===== src/rtl/dsd_pkg.sv =====
// dsd_pkg: shared datapath constants and elaboration-time parameter checks.
package dsd_pkg;
   localparam logic OP_ADD = 1'b0;
   localparam logic OP_SUB = 1'b1;

   function automatic bit seg_params_ok(input int width, input int seg);
      return seg >= 1 && width % seg == 0;
   endfunction
endpackage


===== src/rtl/adder_stage.sv =====
// adder_stage: SEG-bit ripple segment adder; cm is the carry into the segment MSB.
module adder_stage #(
   parameter int SEG = 8
) (
   input  logic [SEG-1:0] a,
   input  logic [SEG-1:0] b,
   input  logic           ci,
   output logic [SEG-1:0] s,
   output logic           co,
   output logic           cm
);
   logic [SEG:0] c;
   assign c[0] = ci;
   for (genvar i = 0; i < SEG; i++) begin : g_bit
      full_adder u_fa (.a(a[i]), .b(b[i]), .ci(c[i]), .s(s[i]), .co(c[i+1]));
   end
   assign co = c[SEG];
   assign cm = c[SEG-1];
endmodule


===== src/rtl/full_adder.sv =====
// full_adder: one-bit full adder cell.
module full_adder (
   input  logic a,
   input  logic b,
   input  logic ci,
   output logic s,
   output logic co
);
   assign s  = a ^ b ^ ci;
   assign co = (a & b) | (ci & (a ^ b));
endmodule


===== src/rtl/pipelined_adder.sv =====
// pipelined_adder: WIDTH-bit add/sub split into WIDTH/SEG carry-registered stages.
module pipelined_adder
   import dsd_pkg::*;
#(
   parameter int WIDTH = 32,
   parameter int SEG   = 8
) (
   input  logic             clk,
   input  logic             rst,
   input  logic             in_valid,
   output logic             in_ready,
   input  logic [WIDTH-1:0] a,
   input  logic [WIDTH-1:0] b,
   input  logic             sub,
   input  logic             cin,
   output logic             out_valid,
   input  logic             out_ready,
   output logic [WIDTH-1:0] sum,
   output logic             cout,
   output logic             ovf
);
   localparam int STAGES = WIDTH / SEG;
   logic en;
   logic ovf_q;
   if (!seg_params_ok(WIDTH, SEG)) begin : g_chk
      $fatal(1, "pipelined_adder: WIDTH must be a positive multiple of SEG");
   end
   assign en       = !out_valid || out_ready;
   assign in_ready = en;
   // Stage k: pa/pb hold operand segments k.. (upper ones still waiting), s_q the finished low sum.
   for (genvar k = 0; k < STAGES; k++) begin : g
      logic [(STAGES-k)*SEG-1:0] pa;
      logic [(STAGES-k)*SEG-1:0] pb;
      logic [(k+1)*SEG-1:0]      s_q;
      logic [SEG-1:0]            s;
      logic                      ci, co, cm, c_q, v_q;
      adder_stage #(.SEG(SEG)) u_stage (
         .a(pa[SEG-1:0]), .b(pb[SEG-1:0]), .ci(ci), .s(s), .co(co), .cm(cm)
      );
      if (k == 0) begin : g_in
         assign pa = a;
         assign pb = sub == OP_SUB ? ~b : b;
         assign ci = sub == OP_SUB ? 1'b1 : cin;
         always_ff @(posedge clk or posedge rst)
            if (rst) begin
               s_q <= '0;
               c_q <= 1'b0;
               v_q <= 1'b0;
            end else if (en) begin
               s_q <= s;
               c_q <= co;
               v_q <= in_valid;
            end
      end else begin : g_mid
         assign ci = g[k-1].c_q;
         always_ff @(posedge clk or posedge rst)
            if (rst) begin
               pa  <= '0;
               pb  <= '0;
               s_q <= '0;
               c_q <= 1'b0;
               v_q <= 1'b0;
            end else if (en) begin
               pa  <= g[k-1].pa[(STAGES-k+1)*SEG-1:SEG];
               pb  <= g[k-1].pb[(STAGES-k+1)*SEG-1:SEG];
               s_q <= {s, g[k-1].s_q};
               c_q <= co;
               v_q <= g[k-1].v_q;
            end
      end
      if (k == STAGES - 1) begin : g_ovf
         always_ff @(posedge clk or posedge rst)
            if (rst) ovf_q <= 1'b0;
            else if (en) ovf_q <= cm ^ co;
      end
   end
   assign sum       = g[STAGES-1].s_q;
   assign cout      = g[STAGES-1].c_q;
   assign out_valid = g[STAGES-1].v_q;
   assign ovf       = ovf_q;
endmodule


===== config.mk =====
export PLATFORM = sky130hd
export DESIGN_NAME = pipelined_adder
export DESIGN_NICKNAME = d
export VERILOG_FILES = /design/src/rtl/dsd_pkg.sv /design/src/rtl/adder_stage.sv /design/src/rtl/full_adder.sv /design/src/rtl/pipelined_adder.sv
export SDC_FILE = /design/constraint.sdc
export NUM_CORES = 1
export LEC_CHECK = 0
export BUFFER_PORTS_ARGS = -buffer_cell sky130_fd_sc_hd__buf_2
export CAP_MARGIN = 0
export CORE_UTILIZATION = 35
export CTS_BUF_LIST = sky130_fd_sc_hd__clkbuf_16
export CTS_CLUSTER_SIZE = 12
export DETAILED_ROUTE_END_ITERATION = 10
export PLACE_DENSITY = 0.57
export SKIP_LAST_GASP = 1
export SYNTH_ARGS = -nofsm -noshare
export SYNTH_HDL_FRONTEND = slang
export SYNTH_SLANG_ARGS = --single-unit
export TNS_END_PERCENT = 50

===== constraint.sdc =====
create_clock -name clk -period 5.65 [get_ports clk]
set_input_delay 0.565 -clock clk [delete_from_list [all_inputs] [get_ports clk]]
set_output_delay 0.565 -clock clk [all_outputs]
set_load 0.02 [all_outputs]

# Word level (Yosys, flattened, before mapping)
# Index checks and enable logic that the tools add are counted.
# totals
ff_bits	185
latchBits	0
ram_bits	0
romBits	0
in_bits	70
out_inout_bits	36
elab_cells	185
mem_count	0
# classes
add_sub_neg	0
mul	0
n_div	0
order_cmp	0
eq_ne	0
n_shift	0
mux	2
bitwise	162
n_reduce_logical	2
# op_table
cell	n
$xor A1 B1 Y1	65
$and A1 B1 Y1	64
$mux W32	1
$not A32 Y32	1
$or A1 B1 Y1	32
$logic_not A1 Y1	1
$logic_or A1 B1 Y1	1
$mux W1	1

# Longest topological paths before layout
# Gate-level depths: netlist of run 1.
# logic_depth
word_depth	19
depth_mapped	13
mapped_depth_nobuf	13

# Hierarchy
# Synthesis of run 1 repeated with hierarchy kept, for this count alone.
# hier_totals
cells_unflattened	463
hier_area_um2	8267.9
# modules_own_cells
module	n_inst	cells_each	area_each_um2	seq_area_each_um2
pipelined_adder	1	431	7627.3	4629.4
full_adder	32	1	20.0	0.0

# Worst setup path before layout of run 1
# OpenSTA, ideal clock, no wires.
# synth_path
path_kind	input to register
startpoint	input sub
endpoint	register g[0].s_q[7]
setup_time_ns	0.125
arrival_ns	4.493
required_ns	5.525
setup_slack_ns	1.032
cell_stages	13
path_buffers	2
cell_sequence	buf_2 > buf_2 > xnor2_1 > fa_1 > fa_1 > fa_1 > fa_1 > fa_1 > fa_1 > fa_1 > inv_1 > fa_1 > mux2_4
# synth_between
elab_chain_cells	17
elab_cells_between_ends	32
cone_classes	2 x mux; 30 x bitwise
# synth_rtl
item	line_no	source
start: declaration	pipelined_adder.sv:14	input logic sub,
$mux W32	pipelined_adder.sv:42	assign pb = sub == OP_SUB ? ~b : b;
$xor A1 B1 Y1	full_adder.sv:10	assign co = (a & b) | (ci & (a ^ b));
$and A1 B1 Y1	full_adder.sv:10	
$or A1 B1 Y1	full_adder.sv:10	
$and A1 B1 Y1	full_adder.sv:10	
$or A1 B1 Y1	full_adder.sv:10	
$and A1 B1 Y1	full_adder.sv:10	
$or A1 B1 Y1	full_adder.sv:10	
(+2 left out)	-	
$and A1 B1 Y1	full_adder.sv:10	
$or A1 B1 Y1	full_adder.sv:10	
$and A1 B1 Y1	full_adder.sv:10	
$or A1 B1 Y1	full_adder.sv:10	
$and A1 B1 Y1	full_adder.sv:10	
$or A1 B1 Y1	full_adder.sv:10	
$xor A1 B1 Y1 (*)	full_adder.sv:9	assign s = a ^ b ^ ci;
named net g[0].u_stage.g_bit[7].u_fa.s	full_adder.sv:6	output logic s,
end signal: assignment	pipelined_adder.sv:50	s_q <= s;
end: declaration	pipelined_adder.sv:34	logic [(k+1)*SEG-1:0] s_q;
# Mark *: on every way through the listed nets, which the timed path passes. The rest lies on a longest branch.
# A chain may end at the register's enable or synchronous reset.

# Worst setup path after layout of run 1
# layout_path
startpoint	register g[2].c_q
endpoint	register ovf_q (netlist: ovf)
# layout_between
elab_chain_cells	17
# layout_rtl
item	line_no	source
start: declaration	pipelined_adder.sv:36	logic ci, co, cm, c_q, v_q;
start signal: assignment	pipelined_adder.sv:67	c_q <= co;
$and A1 B1 Y1 (*)	full_adder.sv:10	
$or A1 B1 Y1 (*)	full_adder.sv:10	
$and A1 B1 Y1 (*)	full_adder.sv:10	
$or A1 B1 Y1 (*)	full_adder.sv:10	
$and A1 B1 Y1 (*)	full_adder.sv:10	
$or A1 B1 Y1 (*)	full_adder.sv:10	
$and A1 B1 Y1 (*)	full_adder.sv:10	
$or A1 B1 Y1 (*)	full_adder.sv:10	
$and A1 B1 Y1 (*)	full_adder.sv:10	
$or A1 B1 Y1 (*)	full_adder.sv:10	
$and A1 B1 Y1 (*)	full_adder.sv:10	
$or A1 B1 Y1 (*)	full_adder.sv:10	
$and A1 B1 Y1 (*)	full_adder.sv:10	
$or A1 B1 Y1 (*)	full_adder.sv:10	
$and A1 B1 Y1	full_adder.sv:10	
$or A1 B1 Y1	full_adder.sv:10	
$xor A1 B1 Y1 (*)	pipelined_adder.sv:74	else if (en) ovf_q <= cm ^ co;
end signal: assignment	pipelined_adder.sv:74	
end: declaration	pipelined_adder.sv:24	logic ovf_q;
# Mark *: on every way between the ends. The rest lies on a longest branch, timed or not.

==> impl_metrics.csv, run 1 <==
group,metric,value,unit
setup_path,r2r-end,"ovf",
grt,grt_usage,12.7,%
timing,skew,0.00908,ns
synthesis,synth_top_cell_area_share,54.5,%
timing,fin_crit,4.19,ns
synthesis,synth_xor_area_share,3.40,%
cts,h-tree-depth,4,
synthesis,muxShareOfSynthArea,27.7,%
cts,cts_resized,0,
synthesis,synth_compound_area_share,0.884,%
pwr,finalPower,5.52,mW
setup_path,cp-end-kind,"register",
synthesis,yosys.area_share.simple,1.52,%
setup_path,worstRegToRegCells,13,
synthesis,synth.largest_area_cell,"dfrtp_1",
synthesis,synth_top_family_by_area,"multiplexers",
cts,clock_sinks,185,
floorplan,fp.dieH,158,µm
grt,grt_pass1_wl,24200,µm
route,routedWlPerCell,15.4,µm
synthesis,avgSynthCellArea,16.7,µm²
cells_and_area,final_util,41.4,%
setup_path,crit_type,"reg -> reg",
cts,clkSlewWorstSetupHoldPaths,0.07,ns
grt,antenna_found_initial,0,
timing,rsz0062_at_grt,"no",
timing,fmax,0.238,GHz
cts,cts_made_buffers,17,
min_path,hp-class,"in -> async",
placement,place_hpwl,9470,µm
synthesis,synth_adder_area_share,7.55,%
cts,cts_root_buf,"clkbuf_16",
outcome,status,"finished clean",
timing,worstMarginPinSlew,0.896,ns
cts,clock_latency,0.42,ns
floorplan,ios,106,
synthesis,yosys_warnings,0,
synthesis,yosys_register_bits,185,
cells_and_area,syn_to_final_growth,15.0,%
setup_path,arrival,4.50,ns
synthesis,yosysSeqAreaShare,54.5,%
timing,period_share,74.2,%
synthesis,synth.area.top_cells,"dfrtp_1, mux2_4, fa_1",
timing,slew_headroom,40.3,%
synthesis,ys_types,17,
grt,grt.overflow.total,0,
route,postRouteAntennaNets,0,
timing,finalSetupTns,0,ns
floorplan,initial_core_util,36.0,%
route,route.detailed.drc,0,
floorplan,die-area,0.0249,mm²
cells_and_area,nets,715,
timing,finalSetupViolations,0,
setup_path,worstPathMaxFanout,2,
setup_path,regToRegSetupSlack,1.46,ns
route,viasPerCell,4.39,
placement,post-place-ws,1.06,ns
placement,place_congestion,0.759,
pwr,peakVddDrop,0.205,mV
cts,cts_setup_buffers,0,
setup_path,reg2reg_from,"g[2].c_q",
synthesis,syn_nets,611,
synthesis,synth_area,0.00849,mm²
pwr,p_per_area,565,mW/mm²
cts,cts_tree,"done",
synthesis,syn_inst,509,
route,first_pass_iters,4,
route,initialDrtViolationCount,188,
job,maxCapViolations,0,
timing,finalMaxSlewViolations,0,
cells_and_area,antenna_cells,0,
route,drt-total-wl,14500,µm
setup_path,worstPathRequired,5.96,ns
floorplan,die_w,158,µm
floorplan,core-area,0.0236,mm²
cts,clockBufferDepth,2,
floorplan,fp-row-count,56,
timing,setup_ws,1.46,ns
grt,grt_pass1_vias,4650,
grt,grt_max_degree,129,
pwr,power_leakage,4.66,nW
cts,hold_buffers,0,
timing,hold_violations,0,
placement,portBuffers,105,
cells_and_area,drive_above_1_share,49.0,%
route,vias,4144,
setup_path,start_kind,"register",
==> logic make-up after synthesis <==
| family | count (synthesis) |
|---|---|
| and+or+nand+nor | 18 |
| DFF | 185 |
| adders and majority gates | 32 |
| muxes | 169 |
| buffers and inverters | 57 |
| xor gates and xnor gates | 33 |
| AOI/OAI and AO/OA | 15 |
==> sequential cells by signal, indices dropped and copies added, names as in the netlist <==
name and cells:
out_valid 1, g.c_q 3, g.v_q 3, g.s_q 48, g.pb 48, cout 1, sum 32, g.pa 48
ovf 1
==> final cells by class <==
class / instances / area, µm²
Multi-Input combinational cell: 267 / 3490
Clock buffer: 17 / 425
Tap cell: 319 / 399
Inverter: 30 / 120
Timing Repair Buffer: 112 / 591
Clock inverter: 14 / 110
Sequential cell: 185 / 4630
Fill cell: 2211 / 13800
==> stage by stage <==
step / instance area (µm²) / hold slack, ns / std cells
after floorplan: 8490 / 0.435 / 509
after global placement: 9230 / 0.449 / 913
after detailed placement: 9230 / 0.458 / 913
after CTS: 9770 / 0.347 / 944
after global routing: 9770 / 0.343 / 944
final: 9770 / 0.294 / 944
==> worst max-delay path: stages (launching register included) <==
cell     delay (ns)
dfrtp_1        0.40
fa_1           0.45
fa_1           0.47
fa_1           0.46
fa_1           0.48
fa_1           0.44
inv_1          0.09
fa_1           0.17
inv_1          0.05
fa_1           0.45
inv_1          0.10
fa_1           0.21
xnor2_1        0.07
mux2_4         0.25
==> cell usage after synthesis, drive strengths merged <==
library cell	instances
dfrtp	185
mux2	166
fa	32
inv	30
buf	25
xor2	23
a21oi	15
nor3b	15
xnor2	10
mux2i	3
clkbuf	2
nand2b	2
nor2	1
==> layer usage <==
| layer | GRT usage (%) | vias up | wire length (µm) |
|---|---|---|---|
| li1 | - | 1908 | - |
| met1 | 17.4 | 2151 | 7080 |
| met2 | 19.8 | 72 | 6740 |
| met3 | 3.31 | 13 | 533 |
| met4 | 3.33 | 0 | 155 |
| met5 | 0 | - | 0 |
==> worst max path at each step <==
stage             start           end  cells past startpoint
6_report       g[2].c_q           ovf                     13
5_1_grt        g[1].c_q  g[2].s_q[23]                     12
4_1_cts        g[2].c_q           ovf                     13
3_5_place_dp        sub   g[0].s_q[7]                     12
3_3_place_gp        sub   g[0].s_q[7]                     12
2_1_floorplan       rst          cout                      1
==> power breakdown <==
group	total, mW	internal (mW)	switching [mW]	leakage, nW
registers	2.28	1.93	0.350	2.14
logic	2.14	1.26	0.876	2.27
clock network	1.11	0.599	0.506	0.260
==> placed cells by master (no fill, tap or decap), types with 4 or more instances in the layout <==
cell,instances
clkbuf_16,17
clkinvlp_4,4
dfrtp_1,185
mux2_2,46
mux2_4,120
nor3b_1,15
buf_2,105
fa_1,32
xor2_1,23
xnor2_1,10
buf_4,6
a21oi_1,15
inv_1,32
(Power assumes the default switching activity.)
==> inputs of run 2 (changes only) <==
PLACE_DENSITY = 0.55   (was 0.57)
clock period = 4.16 ns   (was 5.65 ns; I/O delays follow)
==> run 2 against run 1 <==
Compared with the run above: die area unchanged; maximum frequency up 3.8%; register-to-register slack worse by 1.3 ns; utilization up 0.33 points; critical path depth unchanged; wire length up 0.52%; power up 37%; largest cell class unchanged.
==> impl_metrics.csv, run 2 (synthesized netlist as in run 1, its figures left out) <==
group,metric,value,unit
timing,worstMarginPinSlew,1.21,ns
route,first_pass_iters,4,
route,routedWlPerCell,15.4,µm
route,viasPerCell,4.38,
setup_path,crit_type,"reg -> reg",
grt,grt_pass1_wl,24700,µm
cells_and_area,drive_above_1_share,51.3,%
route,initialDrtViolationCount,180,
setup_path,worstPathRequired,4.47,ns
cts,hold_buffers,0,
timing,slew_headroom,19.6,%
cells_and_area,syn_to_final_growth,16.0,%
job,maxCapViolations,0,
cts,cts_setup_buffers,0,
grt,use_met3,4.30,%
placement,portBuffers,105,
cells_and_area,final_common_cell,"dfrtp_1",
grt,grt.busiest_layer,"met2",
grt,grt_usage,13.0,%
pwr,p_per_area,768,mW/mm²
route,route.detailed.drc,0,
timing,finalSetupTns,0,ns
cells_and_area,antenna_cells,0,
timing,finalMaxSlewViolations,0,
setup_path,arrival,4.35,ns
setup_path,start_kind,"register",
timing,fin_crit,4.04,ns
floorplan,core-area,0.0236,mm²
timing,fmax,0.248,GHz
floorplan,die_w,158,µm
cts,clock_latency,0.42,ns
setup_path,cp-end-kind,"register",
cts,clockBufferDepth,2,
route,vias,4152,
timing,setup_ws,0.120,ns
route,postRouteAntennaNets,0,
cells_and_area,final_cell_count_no_fill,949,
cts,h-tree-depth,4,
grt,use_met1,17.5,%
min_path,hp-class,"in -> async",
cells_and_area,final_util,41.7,%
grt,antenna_found_initial,1,
cells_and_area,largestRegisters,"g.s_q (48), g.pa (48), g.pb (48)",
timing,skew,0.0116,ns
placement,post-place-ws,-0.223,ns
timing,rsz0062_at_grt,"yes",
cts,clock_sinks,185,
placement,place_hpwl,9360,µm
outcome,status,"finished clean",
cts,cts_made_buffers,17,
cells_and_area,final_cell_mix,"dfrtp_1, mux2_4, buf_2",
timing,period_share,97.1,%
cts,cts_tree,"done",
timing,holdWs,0.117,ns
cts,clkSlewWorstSetupHoldPaths,0.07,ns
grt,gr-usage-met2,19.6,%
floorplan,die-area,0.0249,mm²
grt,grt_max_degree,186,
grt,grt_pass1_vias,4659,
timing,hold_violations,0,
pwr,peakVddDrop,0.280,mV
floorplan,fp.dieH,158,µm
route,drt-total-wl,14600,µm
pwr,power_leakage,4.68,nW
cells_and_area,nets,719,
grt,grt.overflow.total,0,
floorplan,fp-row-count,56,
cells_and_area,fillers,2200,
setup_path,worstPathMaxFanout,2,
floorplan,ios,106,
floorplan,initial_core_util,36.0,%
timing,finalSetupViolations,0,
placement,dp_cells,917,
placement,place_congestion,0.696,
cts,cts_root_buf,"clkbuf_16",
run 2: power breakdown:
part           internal (mW)  switching, mW  total (mW)
sequential              2.62          0.506        3.12
combinational           1.77           1.18        2.95
clock                  0.764          0.718        1.48
total                   5.15           2.41        7.56
run 2: metrics by stage:
step / cell area [µm²] / power, mW
floorplan: 8490 / 5.43
global placement: 9290 / 6.05
detailed placement: 9290 / 6.13
CTS: 9830 / 7.68
global route: 9840 / 8.12
finish: 9840 / 7.56
run 2: final timing paths:
check | from | endpoint | slack [ns] | cells after the start
worst min register to register | g[2].v_q | out_valid | 0.48 | 1
worst max register to register | g[2].c_q | ovf | 0.12 | 13
max in group asynchronous | rst | g[1].s_q[14] | 3.03 | 3
worst min-delay path | rst | sum[11] | 0.12 | 3
min in group clk | in_valid | g[0].v_q | 0.21 | 2
worst max-delay path | g[2].c_q | ovf | 0.12 | 13
run 2: repair_timing:
action | CTS | global route
pin swaps | 0 | 0
gates resized for setup | 2 | 7
setup endpoints to repair | 4 | 4
endpoints found under the hold margin | 0 | 0
run 2: critical path, stage by stage, from the launching register on:
cell and delay, ns:
dfrtp_1 0.41, fa_2 0.41, fa_1 0.47, fa_2 0.42, fa_2 0.41, fa_1 0.43
inv_1 0.09, fa_1 0.17, inv_1 0.05, fa_1 0.44, inv_1 0.09, fa_1 0.21
xnor2_1 0.08, mux2_4 0.25
run 2: area by class of cell:
type | count | area [µm²] | share of cell area (%)
timing repair buffer | 116 | 658 | 6.69
clock inverter | 15 | 103 | 1.04
multi-input combinational | 267 | 3510 | 35.7
inverter | 30 | 116 | 1.18
sequential | 185 | 4630 | 47.0
clock buffer | 17 | 425 | 4.32
tap | 319 | 399 | 4.05
run 2: per-layer routing:
layer	up-vias	routed length (µm)
met5	-	10
met2	82	6660
met4	2	153
li1	1917	-
met1	2136	6980
met3	15	791
